$ cat src/rtl/riscv_pkg.sv
// ----------------------------------------------------------------------------
// riscv_pkg
//   Shared constants for the RISC-V front end. This package holds:
//     - the fetch FSM state encoding (FETCH, HOLD, FAULT),
//     - the default reset PC,
//     - the canonical NOP encoding (addi x0, x0, 0),
//     - the sequential PC increment.
//   FAULT is only reachable when FETCH_MISALIGN_TRAP_EN is defined at build time.
// ----------------------------------------------------------------------------
package riscv_pkg;

  typedef logic [1:0] fetch_state_t;

  localparam fetch_state_t FETCH = 2'd0;
  localparam fetch_state_t HOLD  = 2'd1;
  localparam fetch_state_t FAULT = 2'd2;

  localparam logic [31:0] RESET_PC_DEFAULT = 32'h0040_0000;
  localparam logic [31:0] INSTR_NOP        = 32'h0000_0013;
  localparam int unsigned PC_INCR          = 4;

endpackage

$ cat src/rtl/instr_fetch_unit.sv
// ----------------------------------------------------------------------------
// instr_fetch_unit
//   Fetch stage of the RISC-V core. It owns the fetch PC and issues one
//   outstanding word read at a time to instruction memory. The returned word
//   is held together with its PC until decode accepts it. Taken branches and
//   jumps redirect the fetch PC; a response that belongs to the abandoned path
//   is consumed and dropped.
//
//   Build option:
//     FETCH_MISALIGN_TRAP_EN  defined   -> a redirect whose target[1:0] != 0
//                                          parks the unit in FAULT (fault = 1)
//                                          until reset or an aligned redirect.
//                             undefined -> target[1:0] is forced to 0 and
//                                          fault is tied low.
//
//   Ports:
//     clk, reset          single rising-edge clock, synchronous active-high reset
//     imem_req/imem_addr  word-aligned read request, held stable until rvalid
//     imem_rvalid/rdata   read response (may arrive in the request cycle)
//     instr_valid/ready   handshake towards decode
//     instr, pc, pc_plus4 held instruction, its PC, and PC + 4 (modulo 2^32)
//     redirect/target     taken branch or jump and its target
//     fault               misaligned redirect target trap
// ----------------------------------------------------------------------------
module instr_fetch_unit
  import riscv_pkg::*;
#(
  parameter int                    DATA_WIDTH = 32,
  parameter logic [DATA_WIDTH-1:0] RESET_PC   = DATA_WIDTH'(RESET_PC_DEFAULT)
) (
  input  logic                  clk,
  input  logic                  reset,
  output logic                  imem_req,
  output logic [DATA_WIDTH-1:0] imem_addr,
  input  logic                  imem_rvalid,
  input  logic [DATA_WIDTH-1:0] imem_rdata,
  output logic                  instr_valid,
  input  logic                  instr_ready,
  output logic [DATA_WIDTH-1:0] instr,
  output logic [DATA_WIDTH-1:0] pc,
  output logic [DATA_WIDTH-1:0] pc_plus4,
  input  logic                  redirect,
  input  logic [DATA_WIDTH-1:0] redirect_target,
  output logic                  fault
);

  fetch_state_t          state_q,       state_d;
  logic [DATA_WIDTH-1:0] fetch_pc_q,    fetch_pc_d;
  // Address of the request currently on the bus. It differs from fetch_pc
  // only while a redirected-away response is still outstanding.
  logic [DATA_WIDTH-1:0] addr_q,        addr_d;
  logic                  discard_q,     discard_d;
  logic                  instr_valid_q, instr_valid_d;
  logic [DATA_WIDTH-1:0] instr_q,       instr_d;
  logic [DATA_WIDTH-1:0] pc_q,          pc_d;

  logic [DATA_WIDTH-1:0] tgt_aligned;
  assign tgt_aligned = {redirect_target[DATA_WIDTH-1:2], 2'b00};

`ifdef FETCH_MISALIGN_TRAP_EN
  logic fault_q, fault_d;
  logic tgt_misaligned;
  assign tgt_misaligned = |redirect_target[1:0];
  assign fault          = fault_q;
`else
  // The low target bits are ignored in this build.
  logic unused_target_lsbs;
  assign unused_target_lsbs = ^redirect_target[1:0];
  assign fault              = 1'b0;
`endif

  // Request is combinational on state so it drops in the reset cycle itself.
  assign imem_req    = (state_q == FETCH) && !reset;
  assign imem_addr   = addr_q;
  assign instr_valid = instr_valid_q;
  assign instr       = instr_q;
  assign pc          = pc_q;
  assign pc_plus4    = pc_q + DATA_WIDTH'(PC_INCR);

  always_comb begin
    state_d       = state_q;
    fetch_pc_d    = fetch_pc_q;
    addr_d        = addr_q;
    discard_d     = discard_q;
    instr_valid_d = instr_valid_q;
    instr_d       = instr_q;
    pc_d          = pc_q;
`ifdef FETCH_MISALIGN_TRAP_EN
    fault_d       = fault_q;
`endif

    case (state_q)
      FETCH: begin
        if (redirect) begin
          // A response arriving this cycle belongs to the old path and is
          // dropped here; otherwise the pending one must be dropped later.
          // Repeated redirects keep a single discard pending.
          discard_d = ~imem_rvalid;
`ifdef FETCH_MISALIGN_TRAP_EN
          if (tgt_misaligned) begin
            state_d = FAULT;
            fault_d = 1'b1;
          end else
`endif
          begin
            fetch_pc_d = tgt_aligned;
            // The bus address may only move once the old request completed.
            if (imem_rvalid) begin
              addr_d = tgt_aligned;
            end
          end
        end else if (imem_rvalid) begin
          if (discard_q) begin
            discard_d = 1'b0;
            addr_d    = fetch_pc_q;
          end else begin
            instr_d       = imem_rdata;
            pc_d          = addr_q;
            instr_valid_d = 1'b1;
            state_d       = HOLD;
          end
        end
      end

      HOLD: begin
        if (redirect) begin
          // Held instruction is squashed, never counted as accepted.
          instr_valid_d = 1'b0;
`ifdef FETCH_MISALIGN_TRAP_EN
          if (tgt_misaligned) begin
            state_d = FAULT;
            fault_d = 1'b1;
          end else
`endif
          begin
            fetch_pc_d = tgt_aligned;
            addr_d     = tgt_aligned;
            state_d    = FETCH;
          end
        end else if (instr_ready) begin
          instr_valid_d = 1'b0;
          fetch_pc_d    = pc_plus4;
          addr_d        = pc_plus4;
          state_d       = FETCH;
        end
      end

`ifdef FETCH_MISALIGN_TRAP_EN
      FAULT: begin
        // A response still outstanding from before the trap is swallowed.
        if (imem_rvalid) begin
          discard_d = 1'b0;
        end
        if (redirect && !tgt_misaligned) begin
          state_d    = FETCH;
          fault_d    = 1'b0;
          fetch_pc_d = tgt_aligned;
          // If the old response is still due, keep its address on the bus;
          // FETCH retargets once it has been dropped.
          if (!discard_q || imem_rvalid) begin
            addr_d = tgt_aligned;
          end
        end
      end
`endif

      default: begin
        state_d = FETCH;
      end
    endcase
  end

  always_ff @(posedge clk) begin
    if (reset) begin
      state_q       <= FETCH;
      fetch_pc_q    <= RESET_PC;
      addr_q        <= RESET_PC;
      discard_q     <= 1'b0;
      instr_valid_q <= 1'b0;
      instr_q       <= DATA_WIDTH'(INSTR_NOP);
      pc_q          <= RESET_PC;
`ifdef FETCH_MISALIGN_TRAP_EN
      fault_q       <= 1'b0;
`endif
    end else begin
      state_q       <= state_d;
      fetch_pc_q    <= fetch_pc_d;
      addr_q        <= addr_d;
      discard_q     <= discard_d;
      instr_valid_q <= instr_valid_d;
      instr_q       <= instr_d;
      pc_q          <= pc_d;
`ifdef FETCH_MISALIGN_TRAP_EN
      fault_q       <= fault_d;
`endif
    end
  end

endmodule

$ cat config.mk
export PLATFORM = sky130hd
export DESIGN_NAME = instr_fetch_unit
export DESIGN_NICKNAME = d
export VERILOG_FILES = /design/src/rtl/riscv_pkg.sv /design/src/rtl/instr_fetch_unit.sv
export SDC_FILE = /design/constraint.sdc
export NUM_CORES = 1
export LEC_CHECK = 0
export CORE_ASPECT_RATIO = 0.6
export CORE_MARGIN = 2
export CORE_UTILIZATION = 30
export DETAILED_ROUTE_END_ITERATION = 7
export DONT_BUFFER_PORTS = 1
export PLACE_DENSITY = 0.53
export SLEW_MARGIN = 10
export SYNTH_ARGS = -nofsm -noshare
export SYNTH_HDL_FRONTEND = slang
export SYNTH_SLANG_ARGS = --single-unit
$ cat constraint.sdc
create_clock -name clk -period 2 [get_ports clk]
set_input_delay 0.4 -clock clk [delete_from_list [all_inputs] [get_ports clk]]
set_output_delay 0.4 -clock clk [all_outputs]
set_load 0.01 [all_outputs]
Word-level counts from Yosys, hierarchy flattened
Index checks and enable logic that the tools add are counted.

operators by class
  add/subtract/negate cells = 1
  equality and inequality tests = 7
  multiplexer cells = 23
  bitwise operators = 3
  reduce and logical (&&, ||, !) cells = 11

operators by type and width
  operator                 number
  $mux W32                 7
  $pmux W32 S2             2
  $add A32 B3 Y32 const B  1
  $reduce_and A4 Y1        3
  $mux W2                  5
  $ne A2 B2 Y1 const B     4
  $mux W1                  7
  $ne A3 B3 Y1 const B     2
  $reduce_and A5 Y1        1
  $pmux W2 S2              1
  $reduce_bool A2 Y1       2
  $not A1 Y1               3
  $reduce_and A3 Y1        1
  $eq A2 B1 Y1 const B     1
  $logic_not A2 Y1         1
  $pmux W1 S2              1
  $reduce_and A2 Y1        1
  $logic_and A1 B1 Y1      1
  $logic_not A1 Y1         1

storage, ports and cells
  flip-flop bits (word level) = 132
  input bits = 69
  output and inout port bits = 131
  logic and storage cells = 52

Depth between registers and ports, before layout
  word-level depth = 4
  mapped depth = 9
  mapped depth without buffers = 6

Worst setup path before layout
Ideal clock, no wire load.

  path type = register to output
  start = reg pc_q[5], in the netlist pc[5]
  end = out pc_plus4[21]
  arrival = 1.704 ns
  required time = 1.600 ns
  path slack = -0.104 ns
  cell stages (with the launch flop) = 6
  buffers on the path = 1
  cells stage by stage = dfxtp_1 > and4_1 > buf_4 > nand4_1 > or3b_2 > xnor2_1

between the ends
  longest elaborated chain between the ends = 1

RTL lines
  what                      RTL line                 RTL
  start: declaration        instr_fetch_unit.sv:55   logic [DATA_WIDTH-1:0] pc_q, pc_d;
  start signal: assignment  instr_fetch_unit.sv:192  pc_q <= pc_d;
  $add A32 B3 Y32           instr_fetch_unit.sv:78   assign pc_plus4 = pc_q + DATA_WIDTH'(PC_INCR);
  end: declaration          instr_fetch_unit.sv:41   output logic [DATA_WIDTH-1:0] pc_plus4,

Every way passes these cells.

Worst setup path after layout
  start = reg pc_q[6], in the netlist pc[6]
  end = out pc_plus4[21]

The elaborated chain is that of the path after synthesis.

==> run summary <==
=========================================================================================
Outcome .................................................................... finished, violations left
Violated checks ............................................................ negative setup slack
Die outline area ...........................................................  0.02121 mm2
Fraction of the cycle the final worst path needs ...........................        1.183
Worst Path Required ........................................................      1.60 ns
Master of the slowest instance on the critical path ........................       or3b_4
Worst-case vdd ir drop .....................................................    0.6195 mV
Pin count of the biggest net entering global routing .......................          108
Xor and xnor area share after synthesis ....................................      0.02187
Number of buffer and inverter instances along the worst setup path .........            1
Synthesized Nets ...........................................................          842
Top cells by instance count after synthesis ................................ 165 x nand2_1, 130 x dfxtp_1, 99 x a21oi_1
Routed wire length .........................................................     23.86 mm
Diode count ................................................................            0
Synthesized-area fraction occupied by adder cells ..........................     0.002082
TritonCTS Buffers ..........................................................           17
Drt drc ....................................................................            0
Number of cell rows ........................................................           40
Remaining number of nets flagged by the antenna check after routing ........            0
Cell with the most instances after synthesis ...............................      nand2_1
Antenna violations before repair ...........................................            0
Number of optimization iterations in the first detailed-route pass .........            7
Root buf cell ..............................................................    clkbuf_16
Top Family by Delay on Critical Path ....................................... simple AND/OR/NAND/NOR gates
Arrival time at the worst endpoint .........................................      1.97 ns
Post-detailed-placement half-perimeter wirelength ..........................     15.69 mm
Sequential share of the synthesized area ...................................       0.4332
Top cell type by total area after synthesis ................................      dfxtp_1
Final count of hold timing violations ......................................            0
Number of register bits inferred by synthesis ..............................          130
Fin. max-slew vios .........................................................            0
Starting density of the core ...............................................       0.3032
Worst clock skew ...........................................................  0.006940 ns
Cell area after technology mapping ......................................... 0.006008 mm2
Total gr overflow ..........................................................            0
Sw power ...................................................................     1.840 mW
Proportion of register bits with asynchronous set or reset after synthesis .            0
Number of distinct library cells after synthesis ...........................           57
Slew at the pin closest to its max-slew limit ..............................    0.8282 ns
Sink count of the clock tree ...............................................          130
Boundary Pins ..............................................................          200
Vias per cell ..............................................................        5.416
Largest stage delay on the critical path ...................................      0.45 ns
Wirelength per Cell ........................................................     20.99 um
Crit-path cells ............................................................ and4_4 > buf_8 > nand4_1 > or3b_4 > xnor2_4
Setup violators final ......................................................           26
Fin crit period ............................................................     2.367 ns
EDFF count, synth ..........................................................            0
Type of the worst setup path ...............................................      reg2out
Endpoint class of the critical path ........................................   output pin
Max frequency ..............................................................    422.5 MHz
Number of max-capacitance violations reported ..............................            0
Synthesis-to-finish area growth ............................................       39.25%
Combined global-route utilization of all metal layers ......................       0.2165
Floorplan die width ........................................................     186.7 um
Vias in the first global route .............................................        5,567
Dominant combinational cell family by area after synthesis ................. simple AND/OR/NAND/NOR gates
Number of buffers inserted by port buffering ...............................            0
Proportion of layout cells with a drive suffix above 1 .....................       0.2975
Die height .................................................................     113.6 um
Flop pwr share .............................................................        0.416
Startpoint type of the worst setup path ....................................     register
Crit-path max FO ...........................................................            5
Mux share of post-synthesis cell area ......................................     0.009996
Cell area power density .................................................... 837.6 mW/mm2
Area inside the core boundary ..............................................  0.01982 mm2
Proportion of power drawn by combinational gates ...........................        0.101
First-pass GRT wire length .................................................     34.77 mm
Switching share of power ...................................................       0.2626
Post-synthesis compound-gate area fraction .................................       0.2366
Headroom to the max-slew limit .............................................       0.4458
Maximum level of the CTS H-tree ............................................            4
Cell count after synthesis .................................................          772
Final Core Density .........................................................       0.4222
Total via count after detailed routing .....................................        6,158
Predominant post-synthesis flop cell .......................................      dfxtp_1
Simple-gate share of the synthesized area ..................................       0.2405
Later-pin clock latency in the skew report .................................      0.43 ns
DRC violation total after the first TritonRoute iteration ..................          554
Synth top area cells ....................................................... dfxtp_1 43%, nand2_1 10%, a21oi_1 8.2%
Syn_area_per_cell ..........................................................    7.783 um2
Worst slack, placed ........................................................   -0.1238 ns
Setup TNS Final ............................................................    -5.561 ns
Setup repair after global routing missed its margin ........................          yes
Proportion of netlist area held by the largest area contributor ............       0.4332
Worst min-delay path category ..............................................       in2reg
Leakage power ..............................................................     3.159 nW
Number of nets at the end of the flow ......................................          921
Part of the total power dissipated in the clock network ....................        0.484
Clock tree from TritonCTS ..................................................        built
Number of buffers added to fix hold violations after cts ...................            0
Clock Path Buffers .........................................................            2
Pint .......................................................................     5.168 mW
Warnings from Yosys ........................................................            0
Gpl congestion .............................................................       0.8389
Clock-pin slew of the registers on the worst-case setup and hold paths .....      0.06 ns
Fin worst setup slack ......................................................   -0.3666 ns
=========================================================================================
-- state kept, by name, indices dropped and copies added, names as in the netlist --
register / flops
instr: 32
discard_q: 1
instr_valid: 1
pc: 32
fetch_pc_q: 32
imem_addr: 32
-- layer usage --
metal / track usage / routed length (um) / share of wire
met5: 0 / 0 / 0
met4: 0.05661 / 222 / 0.0093
met3: 0.08646 / 3013 / 0.13
met2: 0.2996 / 9784 / 0.41
met1: 0.3091 / 10840 / 0.45
-- power groups by stage --
stage	registers (mW)	logic, mW	clock network, mW
2_1_floorplan	2.94	0.437	0
3_3_place_gp	2.97	0.627	0
3_5_place_dp	2.97	0.638	0
4_1_cts	2.91	0.664	3.47
5_1_grt	2.94	0.769	3.57
6_report	2.91	0.705	3.39
-- through the flow --
step / hold slack, ns / instances / power, mW / area, um2
after floorplan: 0.4321 / 772 / 3.381 / 6058
after global placement: 0.4369 / 1080 / 3.595 / 6932
after detailed placement: 0.4474 / 1080 / 3.608 / 6932
after CTS: 0.01444 / 1121 / 7.043 / 8058
after global routing: 0.02087 / 1137 / 7.279 / 8367
final: 0.03814 / 1137 / 7.008 / 8367
-- kinds of logic (layout without fill, tap and decap cells) --
| kind of cell | after synthesis | count (layout) |
|---|---|---|
| AND/OR/NAND/NOR | 314 | 314 |
| AO/OA/AOI/OAI | 230 | 232 |
| flip-flops | 130 | 130 |
| buffers and inverters | 75 | 165 |
| XOR/XNOR | 15 | 15 |
| multiplexers | 6 | 6 |
| adder cells (fa/ha/maj) | 1 | 1 |
| other | 1 | 1 |
-- layout make-up --
cell class	instances	area, um2
Inverter	8	30.03
Clock inverter	13	182.7
Multi-Input combinational cell	569	3597
Clock buffer	19	452.9
Fill cell	2037	11450
Tap cell	273	341.6
Sequential cell	130	2643
Timing Repair Buffer	125	1120
-- final timing paths --
| path | startpoint | to | depth (start not counted) | slack [ns] |
|---|---|---|---|---|
| setup / recovery | pc[6] | pc_plus4[21] | 5 | -0.37 |
| hold / removal | reset | instr[24] | 1 | 0.04 |
| setup reg to reg | pc[6] | imem_addr[12] | 8 | 0.07 |
| hold reg to reg | fetch_pc_q[15] | fetch_pc_q[15] | 2 | 0.47 |
-- cells in the final DEF (no fill, tap or decap), drive strengths merged, types with 9 or more instances in the layout --
master / netlist / routed
nand2: 166 / 166
dfxtp: 130 / 130
buf: 25 / 125
a21oi: 99 / 99
nor2: 56 / 56
o21ai: 49 / 51
a211oi: 26 / 26
clkbuf: 42 / 19
nand3: 16 / 16
nor3: 13 / 13
nand4: 12 / 12
and3: 12 / 12
or2: 11 / 11
xnor2: 11 / 11
a221oi: 10 / 10
inv: 8 / 9
-- repair_timing --
action	CTS	global route
setup buffers	9	15
pin swaps	39	30
setup endpoints to repair	30	55
gates cloned	1	2
resized for setup	96	45
No activity file was read; power rests on OpenSTA's default activity.
